<file path="config.mk">
export PLATFORM = sky130hd
export DESIGN_NAME = heartbeat_monitor
export DESIGN_NICKNAME = d
export VERILOG_FILES = /design/src/rtl/heartbeat_monitor_pkg.sv /design/src/rtl/hb_glitch_filter.sv /design/src/rtl/heartbeat_monitor.sv
export SDC_FILE = /design/constraint.sdc
export NUM_CORES = 1
export LEC_CHECK = 0
export CAP_MARGIN = 20
export CORE_MARGIN = 2
export CORE_UTILIZATION = 45
export DETAILED_ROUTE_END_ITERATION = 7
export PLACE_DENSITY_LB_ADDON = 0.05
export REMOVE_ABC_BUFFERS = 1
export SYNTH_ARGS = -nofsm -noshare
export SYNTH_HDL_FRONTEND = slang
export SYNTH_HIERARCHICAL = 1
export SYNTH_SLANG_ARGS = --single-unit
</file>
<file path="constraint.sdc">
create_clock -name clk -period 3.6 [get_ports clk]
set_input_delay 0.54 -clock clk [delete_from_list [all_inputs] [get_ports clk]]
set_output_delay 0.54 -clock clk [all_outputs]
set_load 0.02 [all_outputs]
</file>
<file path="src/rtl/heartbeat_monitor_pkg.sv">
// Shared types and defaults for the CPU heartbeat watchdog.
// The default period limits assume a 50 MHz system oscillator.
package heartbeat_monitor_pkg;

    typedef enum logic [1:0] {
        ST_ACQUIRE = 2'd0,
        ST_OK      = 2'd1,
        ST_FAULT   = 2'd2
    } hb_state_t;

    localparam int unsigned OSC_KHZ        = 50_000;
    localparam int          DEF_SYNC       = 2;
    localparam int          DEF_FILT       = 4;
    localparam int          DEF_CNT_W      = 24;
    localparam int          DEF_GOOD_N     = 4;
    // 100 us shortest and 8 ms longest heartbeat period
    localparam logic [23:0] DEF_MIN_PERIOD = 24'(OSC_KHZ / 10);
    localparam logic [23:0] DEF_MAX_PERIOD = 24'(OSC_KHZ * 8);

    function automatic logic [7:0] sat_inc8(input logic [7:0] v);
        return (v == 8'hFF) ? v : v + 8'd1;
    endfunction

endpackage

</file>
<file path="src/rtl/hb_glitch_filter.sv">
// Synchroniser plus run-length glitch filter for the raw heartbeat pin.
// hb_event is a registered one-cycle pulse on each rising edge of the filtered level.
module hb_glitch_filter #(
    parameter int SYNC_STAGES = 2,
    parameter int FILT        = 4
) (
    input  logic clk,
    input  logic rst_n,
    input  logic pwm,
    output logic level,
    output logic hb_event
);

    localparam int FC_W = $clog2(FILT + 1);

    logic [SYNC_STAGES-1:0] sync_q;
    logic [FC_W-1:0]        run_cnt;
    logic                   synced;

    assign synced = sync_q[SYNC_STAGES-1];

    // run_cnt counts consecutive synced samples that disagree with level
    always_ff @(posedge clk or negedge rst_n) begin
        if (!rst_n) begin
            sync_q   <= '0;
            run_cnt  <= '0;
            level    <= 1'b0;
            hb_event <= 1'b0;
        end else begin
            sync_q   <= {sync_q[SYNC_STAGES-2:0], pwm};
            hb_event <= 1'b0;
            if (synced != level) begin
                if (run_cnt == FC_W'(FILT - 1)) begin
                    level    <= synced;
                    run_cnt  <= '0;
                    hb_event <= synced;
                end else begin
                    run_cnt <= run_cnt + FC_W'(1);
                end
            end else begin
                run_cnt <= '0;
            end
        end
    end

endmodule

</file>
<file path="src/rtl/heartbeat_monitor.sv">
// Per-CPU heartbeat watchdog: checks each rise-to-rise period against a window
// and drives a registered health level for the A/B switch logic.
module heartbeat_monitor
    import heartbeat_monitor_pkg::*;
#(
    parameter int               SYNC_STAGES = DEF_SYNC,
    parameter int               FILT        = DEF_FILT,
    parameter int               CNT_W       = DEF_CNT_W,
    parameter logic [CNT_W-1:0] MIN_PERIOD  = CNT_W'(DEF_MIN_PERIOD),
    parameter logic [CNT_W-1:0] MAX_PERIOD  = CNT_W'(DEF_MAX_PERIOD),
    parameter int               GOOD_N      = DEF_GOOD_N
) (
    input  logic             clk,
    input  logic             rst_n,
    input  logic             pwm,
    input  logic             clr_cnt,
    output logic             io,
    output logic             fault_pulse,
    output logic [7:0]       fault_cnt,
    output logic [CNT_W-1:0] period,
    output logic             period_vld,
    output hb_state_t        dbg_state
);

    localparam int GC_W = $clog2(GOOD_N + 1);

    hb_state_t        state;
    logic [CNT_W-1:0] counter;
    logic [CNT_W:0]   cnt_p1;
    logic [GC_W-1:0]  good_cnt;
    logic             filt_level;
    logic             hb_event;
    logic             good;
    logic             bad;
    logic             timeout;
    logic             enter_fault;

    hb_glitch_filter #(
        .SYNC_STAGES (SYNC_STAGES),
        .FILT        (FILT)
    ) u_filter (
        .clk      (clk),
        .rst_n    (rst_n),
        .pwm      (pwm),
        .level    (filt_level),
        .hb_event (hb_event)
    );

    // cnt_p1 is the length of the current period if a heartbeat lands this cycle
    assign cnt_p1  = {1'b0, counter} + {{CNT_W{1'b0}}, 1'b1};
    assign good    = hb_event && (cnt_p1 >= {1'b0, MIN_PERIOD}) && (cnt_p1 <= {1'b0, MAX_PERIOD});
    assign bad     = hb_event && !good;
    assign timeout = !hb_event && (cnt_p1 == {1'b0, MAX_PERIOD});

    always_comb begin
        enter_fault = 1'b0;
        case (state)
            ST_ACQUIRE: enter_fault = timeout;
            ST_OK:      enter_fault = bad || timeout;
            default:    enter_fault = 1'b0;
        endcase
    end

    assign dbg_state = state;

    always_ff @(posedge clk or negedge rst_n) begin
        if (!rst_n) begin
            state       <= ST_ACQUIRE;
            io          <= 1'b1;
            fault_pulse <= 1'b0;
            fault_cnt   <= 8'd0;
            period      <= '0;
            period_vld  <= 1'b0;
            counter     <= '0;
            good_cnt    <= '0;
        end else begin
            fault_pulse <= enter_fault;
            period_vld  <= 1'b0;

            if (hb_event || timeout) begin
                counter <= '0;
            end else if (counter != '1) begin
                counter <= counter + CNT_W'(1);
            end

            // the acquiring heartbeat has no valid start point, so it is not reported
            if (hb_event && state != ST_ACQUIRE) begin
                period     <= cnt_p1[CNT_W-1:0];
                period_vld <= 1'b1;
            end

            if (enter_fault) begin
                fault_cnt <= clr_cnt ? 8'd1 : sat_inc8(fault_cnt);
            end else if (clr_cnt) begin
                fault_cnt <= 8'd0;
            end

            case (state)
                ST_ACQUIRE: begin
                    if (hb_event) begin
                        state <= ST_OK;
                    end else if (timeout) begin
                        state <= ST_FAULT;
                        io    <= 1'b0;
                    end
                end
                ST_OK: begin
                    if (bad || timeout) begin
                        state <= ST_FAULT;
                        io    <= 1'b0;
                    end
                end
                ST_FAULT: begin
                    if (good) begin
                        if (good_cnt == GC_W'(GOOD_N - 1)) begin
                            state    <= ST_OK;
                            io       <= 1'b1;
                            good_cnt <= '0;
                        end else begin
                            good_cnt <= good_cnt + GC_W'(1);
                        end
                    end else if (bad || timeout) begin
                        good_cnt <= '0;
                    end
                end
                default: begin
                    state    <= ST_ACQUIRE;
                    io       <= 1'b1;
                    good_cnt <= '0;
                end
            endcase
        end
    end

endmodule

</file>
**Word level (Yosys, flattened, before mapping)**

Index checks and enable logic that the tools add are counted.

- Logic and storage cells: 83
- Latch bits: 0
- Register bits after elaboration: 71
- Memories kept: 0
- RAM bits: 0
- ROM bits: 0
- Output and inout port bits: 37
- Input bits: 4

- $add $sub $neg: 5
- Shift-type cells: 0
- $mul: 0
- Reduce and logical (&&, ||, !) cells: 19
- Bitwise gates (word level): 1
- Multiplexer cells: 28
- Magnitude comparators: 2
- Equal/unequal tests: 16
- Divide/modulo/power cells: 0

Operator list:

| kind | count |
|---|---|
| 24-bit two-way mux | 2 |
| 8-bit two-way mux | 4 |
| 24-bit by 1-bit adder with 25-bit output, second input constant | 1 |
| 25-bit by 19-bit == test with 1-bit output, second input constant | 1 |
| 25-bit by 13-bit greater-or-equal comparator with 1-bit output, second input constant | 1 |
| 25-bit by 19-bit less-or-equal comparator with 1-bit output, second input constant | 1 |
| 24-bit by 1-bit adder with 24-bit output, second input constant | 1 |
| 24-bit != test, second input constant | 1 |
| 3-bit two-way mux | 5 |
| 2-bit != test, second input constant | 6 |
| 2-bit two-way mux | 5 |
| 8-bit by 1-bit adder with 8-bit output, second input constant | 1 |
| 8-bit == test, second input constant | 1 |
| 1-bit two-way mux | 8 |
| 3-bit by 1-bit adder with 3-bit output, second input constant | 2 |
| 3-bit by 2-bit == test with 1-bit output, second input constant | 2 |
| 2-bit one-hot mux with 3 select lines | 1 |
| 3-bit one-hot mux with 2 select lines | 1 |
| 2-bit AND reduction | 3 |
| 2-bit nonzero test | 3 |
| 1-bit logical AND | 5 |
| 5-bit AND reduction | 1 |
| 4-bit AND reduction | 1 |
| 3-bit by 2-bit != test with 1-bit output, second input constant | 1 |
| other kinds (11) | 13 |

**Logic depth before layout (Yosys ltp)**

Gate-level depths: netlist of the first run.

- Depth in word-level cells: 10
- Mapped depth: 13
- Gate-level depth less buffers: 10

**Hierarchy**

The synthesis of the first run kept the hierarchy.

Modules (own cells, without submodules):

| module | seq. area each (um2) | cells an instance | area each (um2) | times used |
|---|---|---|---|---|
| heartbeat_monitor | 1,602.8 | 378 | 3,510.9 | 1 |
| hb_glitch_filter | 175.2 | 15 | 256.5 | 1 |

**Worst setup path before layout of the first run**

Ideal clock, no wire load.

- Path type: flip-flop to flip-flop
- Start: register counter[0]
- End: register fault_cnt[6]
- Cell stages (with the launch flop): 12
- Required time: 3,522 ps
- Data arrival time: 2,979 ps
- Slack: 542 ps
- Buffers on the path: 2
- Clock period less this slack: 3,058 ps
- Library setup time: 78 ps
- Cells stage by stage: dfrtp_1 -> ha_1 -> buf_4 -> and4_1 -> clkbuf_2 -> and3_1 -> or4_2 -> a21boi_2 -> and4_4 -> a211oi_2 -> or4_1 -> a21oi_1

- Word-level cells in the longest chain between the ends: 10
- Elaborated cells between the ends (all ways): 14
- Those cells by class: 1 x add/sub; 2 x order compare; 1 x eq/ne; 2 x mux; 8 x reduce/logical

RTL lines:

| item | line | RTL |
|---|---|---|
| start, declared | heartbeat_monitor.sv:28 | `logic [CNT_W-1:0] counter;` |
| start signal, assigned | heartbeat_monitor.sv:83 | `counter <= counter + CNT_W'(1);` |
| 24-bit by 1-bit adder with 25-bit output (*) | heartbeat_monitor.sv:50 | `assign cnt_p1 = {1'b0, counter} + {{CNT_W{1'b0}}, 1'b1};` |
| 25-bit by 13-bit greater-or-equal comparator with 1-bit output | heartbeat_monitor.sv:51 | `assign good = hb_event && (cnt_p1 >= {1'b0, MIN_PERIOD}) && (cnt_p1 <= {1'b0, MAX_PERIOD});` |
| 1-bit logical AND (2 in series) | heartbeat_monitor.sv:51 |  |
| 1-bit zero test | heartbeat_monitor.sv:52 | `assign bad = hb_event && !good;` |
| 1-bit logical AND | heartbeat_monitor.sv:52 |  |
| 1-bit logical OR | heartbeat_monitor.sv:59 | `ST_OK: enter_fault = bad \|\| timeout;` |
| 1-bit one-hot mux with 2 select lines (*) | heartbeat_monitor.sv:57 | `case (state)` |
| 2-bit nonzero test (no source line) | - |  |
| 2-bit AND reduction (no source line) | - |  |
| end signal, assigned | heartbeat_monitor.sv:93 | `fault_cnt <= clr_cnt ? 8'd1 : sat_inc8(fault_cnt);` |
| end, declared | heartbeat_monitor.sv:19 | `output logic [7:0] fault_cnt,` |

Mark *: on every way between the ends. The rest lies on a longest branch, timed or not.
A chain may end at the register's enable or synchronous reset.

**Worst setup path after layout of the first run**

- Start: register counter[1]
- End: register fault_cnt[6]

The elaborated chain is that of the path after synthesis.

==> results of run 1 <==
## cells by family (layout without fill, tap and decap cells)
group,Yosys count,after routing
fa+ha+maj,4,4
xor+xnor,25,25
compound gates,97,97
mux,6,6
buf+inv,38,71
flops,71,71
simple gates,152,152
## power by group
group,leakage [nW],internal (mW),switching [mW]
clock,0.0892,0.315,0.292
sequential,0.963,0.887,0.117
combinational,0.712,0.203,0.248
total,1.76,1.40,0.657
## worst max-delay path, cell delays in order (launching register included)
cell,delay [ns]
dfrtp_1,0.45
ha_1,0.31
and4_1,0.32
and3_1,0.26
or4_2,0.57
a21boi_2,0.24
and4_4,0.25
a211oi_2,0.03
buf_4,0.19
or4_1,0.50
a21oi_1,0.15
## state kept, by name, summed over array words and instances, names as in the netlist
| register | cells |
|---|---|
| period_vld | 1 |
| period | 24 |
| io | 1 |
| dbg_state | 2 |
| u_filter/level | 1 |
| u_filter/sync_q | 2 |
| fault_cnt | 8 |
| u_filter/hb_event | 1 |
| counter | 24 |
| fault_pulse | 1 |
| good_cnt | 3 |
| u_filter/run_cnt | 3 |
## what timing repair did
action                                  in CTS  in global routing
hold endpoints to repair                     0                  0
resized for setup                            0                  1
endpoints found under the setup margin       0                  4
## final cells by class
type,instances,area (um^2)
clock buffer,11,131.4
clock inverter,4,47.55
fill,800,3831
inverter,11,41.29
multi-input combinational,284,1782
sequential,71,1778
tap,105,131.4
timing repair buffer,45,432.9
## layer usage
layer | up-vias | global-route usage (%) | share of wire, %
met5 | - | 0 | 0
met4 | 0 | 8.810 | 1.2
met3 | 8 | 3.083 | 3.2
met2 | 58 | 29.75 | 46
met1 | 1399 | 25.05 | 50
li1 | 1459 | - | -
## through the flow
| step | hold slack, ns | cell area [um^2] | cells |
|---|---|---|---|
| after global placement | 0.3333 | 4160 | 516 |
| after CTS | 0.3579 | 4339 | 531 |
| after detailed placement | 0.3410 | 4160 | 516 |
| after global routing | 0.3656 | 4344 | 531 |
| after floorplan | 0.2444 | 3585 | 366 |
| final | 0.3578 | 4344 | 531 |
## cells in the final DEF (no fill, tap or decap), types with 4 or more instances in the layout
cell type and count:
nand4_1 8, dfrtp_1 70, nor2_1 21, nand3_1 11
xor2_1 8, inv_1 11, a31oi_1 4, clkdlybuf4s50_1 39
clkbuf_8 9, nor3_1 12, a21oi_1 31, xnor2_1 17
or3_2 4, buf_4 5, ha_1 4, nor4_1 6
o21ai_0 34, nand2_1 48, and3_1 8, nand2b_1 4
## how the worst max path moves through the flow
stage / to / depth (start not counted) / start / slack [ns]
CTS: fault_cnt[6] / 11 / counter[1] / 0.22
finish: fault_cnt[6] / 10 / counter[1] / 0.24
detailed placement: fault_cnt[6] / 11 / counter[1] / 0.24
floorplan: period[1] / 2 / dbg_state[1] / 0.19
global route: fault_cnt[6] / 10 / counter[1] / 0.05
global placement: fault_cnt[6] / 10 / counter[1] / 0.37
==> results_dict.tcl, run 1 <==
set metrics [dict create \
    netlist_instances 393 \
    core_area_mm2 0.008175 \
    die_area_mm2 0.009120 \
    timing.rr.end "fault_cnt[6]" \
    n_antenna_cell 0 \
    initial_utilization_pct 46.08 \
    synth-edff-count 0 \
    num_rows 33 \
    reg2reg_depth 10 \
    yosysTopAreaCellShare_pct 46.50 \
    max_slew_margin_pct 40.53 \
    cts.sinks 71 \
    required_ns 3.86 \
    leakagePower_nw 1.764 \
    num_io_pins 41 \
    hp-class "reg2reg" \
    ys_warn_count 6 \
    period_share_pct 93.34 \
    hold_buffers 0 \
    root_buffer "clkbuf_8" \
    worstHoldStart "u_filter/sync_q[0]" \
    wl_um 7906 \
    worstHoldEndpoint "u_filter/sync_q[1]" \
    final_max_slew_viol_count 0 \
    finalPower_mw 2.062 \
    ir_worst_vdd_v 0.0003545 \
    dpl_worst_slack_ns 0.2357 \
    synth_xor_area_share_pct 5.812 \
    synth_area_leader_cell "dfrtp_1" \
    fin_ws_ns 0.2399 \
    cts_tree "built" \
    synth_seq_cells 71 \
    synth_area_leaders "dfrtp_1, nand2_1, o21ai_0, a21oi_1, xnor2_1" \
    cap_violations 0 \
    rrSetupSlack_ns 0.24 \
    max_freq_ghz 0.2976 \
    hold_violations 0 \
    grt_max_degree 72 \
    ant_nets 0 \
    routedWlPerCell_um 14.89 \
    place.port_buffers 40 \
    synth_most_common_cell "dfrtp_1" \
    grt.overflow.total 0 \
    htreeDepth 3 \
    setup_viol_count_final 0 \
    synth_top_family_by_area "simple AND/OR/NAND/NOR gates" \
    rr_startpoint "counter[1]" \
    vias_per_cell 5.507 \
    criticalPathCategory "reg2reg" \
    path_max_fanout 15 \
    drt_iter0_markers 95 \
    fin_setup_tns_ns 0 \
    synth-simple-area-share_pct 22.52 \
    ys_types 66 \
    powerDensity_mw_per_mm2 474.6 \
    synth_ff_type "dfrtp_1" \
    synth-compound-area-share_pct 15.51 \
    clk_pin_slew_ns 0.07 \
    cts_setup_buffers 0 \
    worstPathArrival_ns 3.62 \
    syn_to_final_growth_pct 15.31 \
    dp_hpwl_um 5493 \
    nets 430 \
    async_reset_ff_share_pct 100.0 \
    grt_setup_unrepaired "no" \
    insertion_delay_ns 0.34 \
    synth_sequential_area_ratio_pct 47.19 \
    grt_util_all_layers_pct 18.73 \
    synth_commonest_cells "dfrtp_1, nand2_1, o21ai_0" \
    tightest_slew_ns 0.8920 \
    drc 0 \
    clock_path_buffers 2 \
    whs_path_depth 0 \
    synth.avg_cell_area_um2 9.586 \
    firstDrtPassIters 4 \
    synth_area_mm2 0.003767 \
    vias 2924 \
    muxShareOfSynthArea_pct 1.694 \
    dieWidth_um 95.50 \
    gp_congestion 0.8852 \
    numCtsBuffers 9 \
    grt_pass1_vias 2770 \
    drive_above_1_share_pct 11.27 \
    cp-end-kind "register" \
    synthAdderAreaFrac_pct 1.328 \
    die_h_um 95.50 \
    status "complete, no violations" \
    fin_crit_ns 3.360 \
    start_kind "register" \
    antenna_found_initial 0 \
    fin_skew_ns 0.01023 \
    utilization_pct 53.14 \
    grt_pass1_wl_um 13200 \
]
Note: power is estimated with default switching activity, not from simulation.
==> inputs of run 2 (changes only) <==
--- a/config.mk
+++ b/config.mk
@@ -11,6 +11,7 @@
 export DETAILED_ROUTE_END_ITERATION = 7
 export PLACE_DENSITY_LB_ADDON = 0.05
 export REMOVE_ABC_BUFFERS = 1
+export SLEW_MARGIN = 20
 export SYNTH_ARGS = -nofsm -noshare
 export SYNTH_HDL_FRONTEND = slang
 export SYNTH_HIERARCHICAL = 1
==> results of run 2 <==
No change in the layout: final DEF, timing and power equal those of run 1.
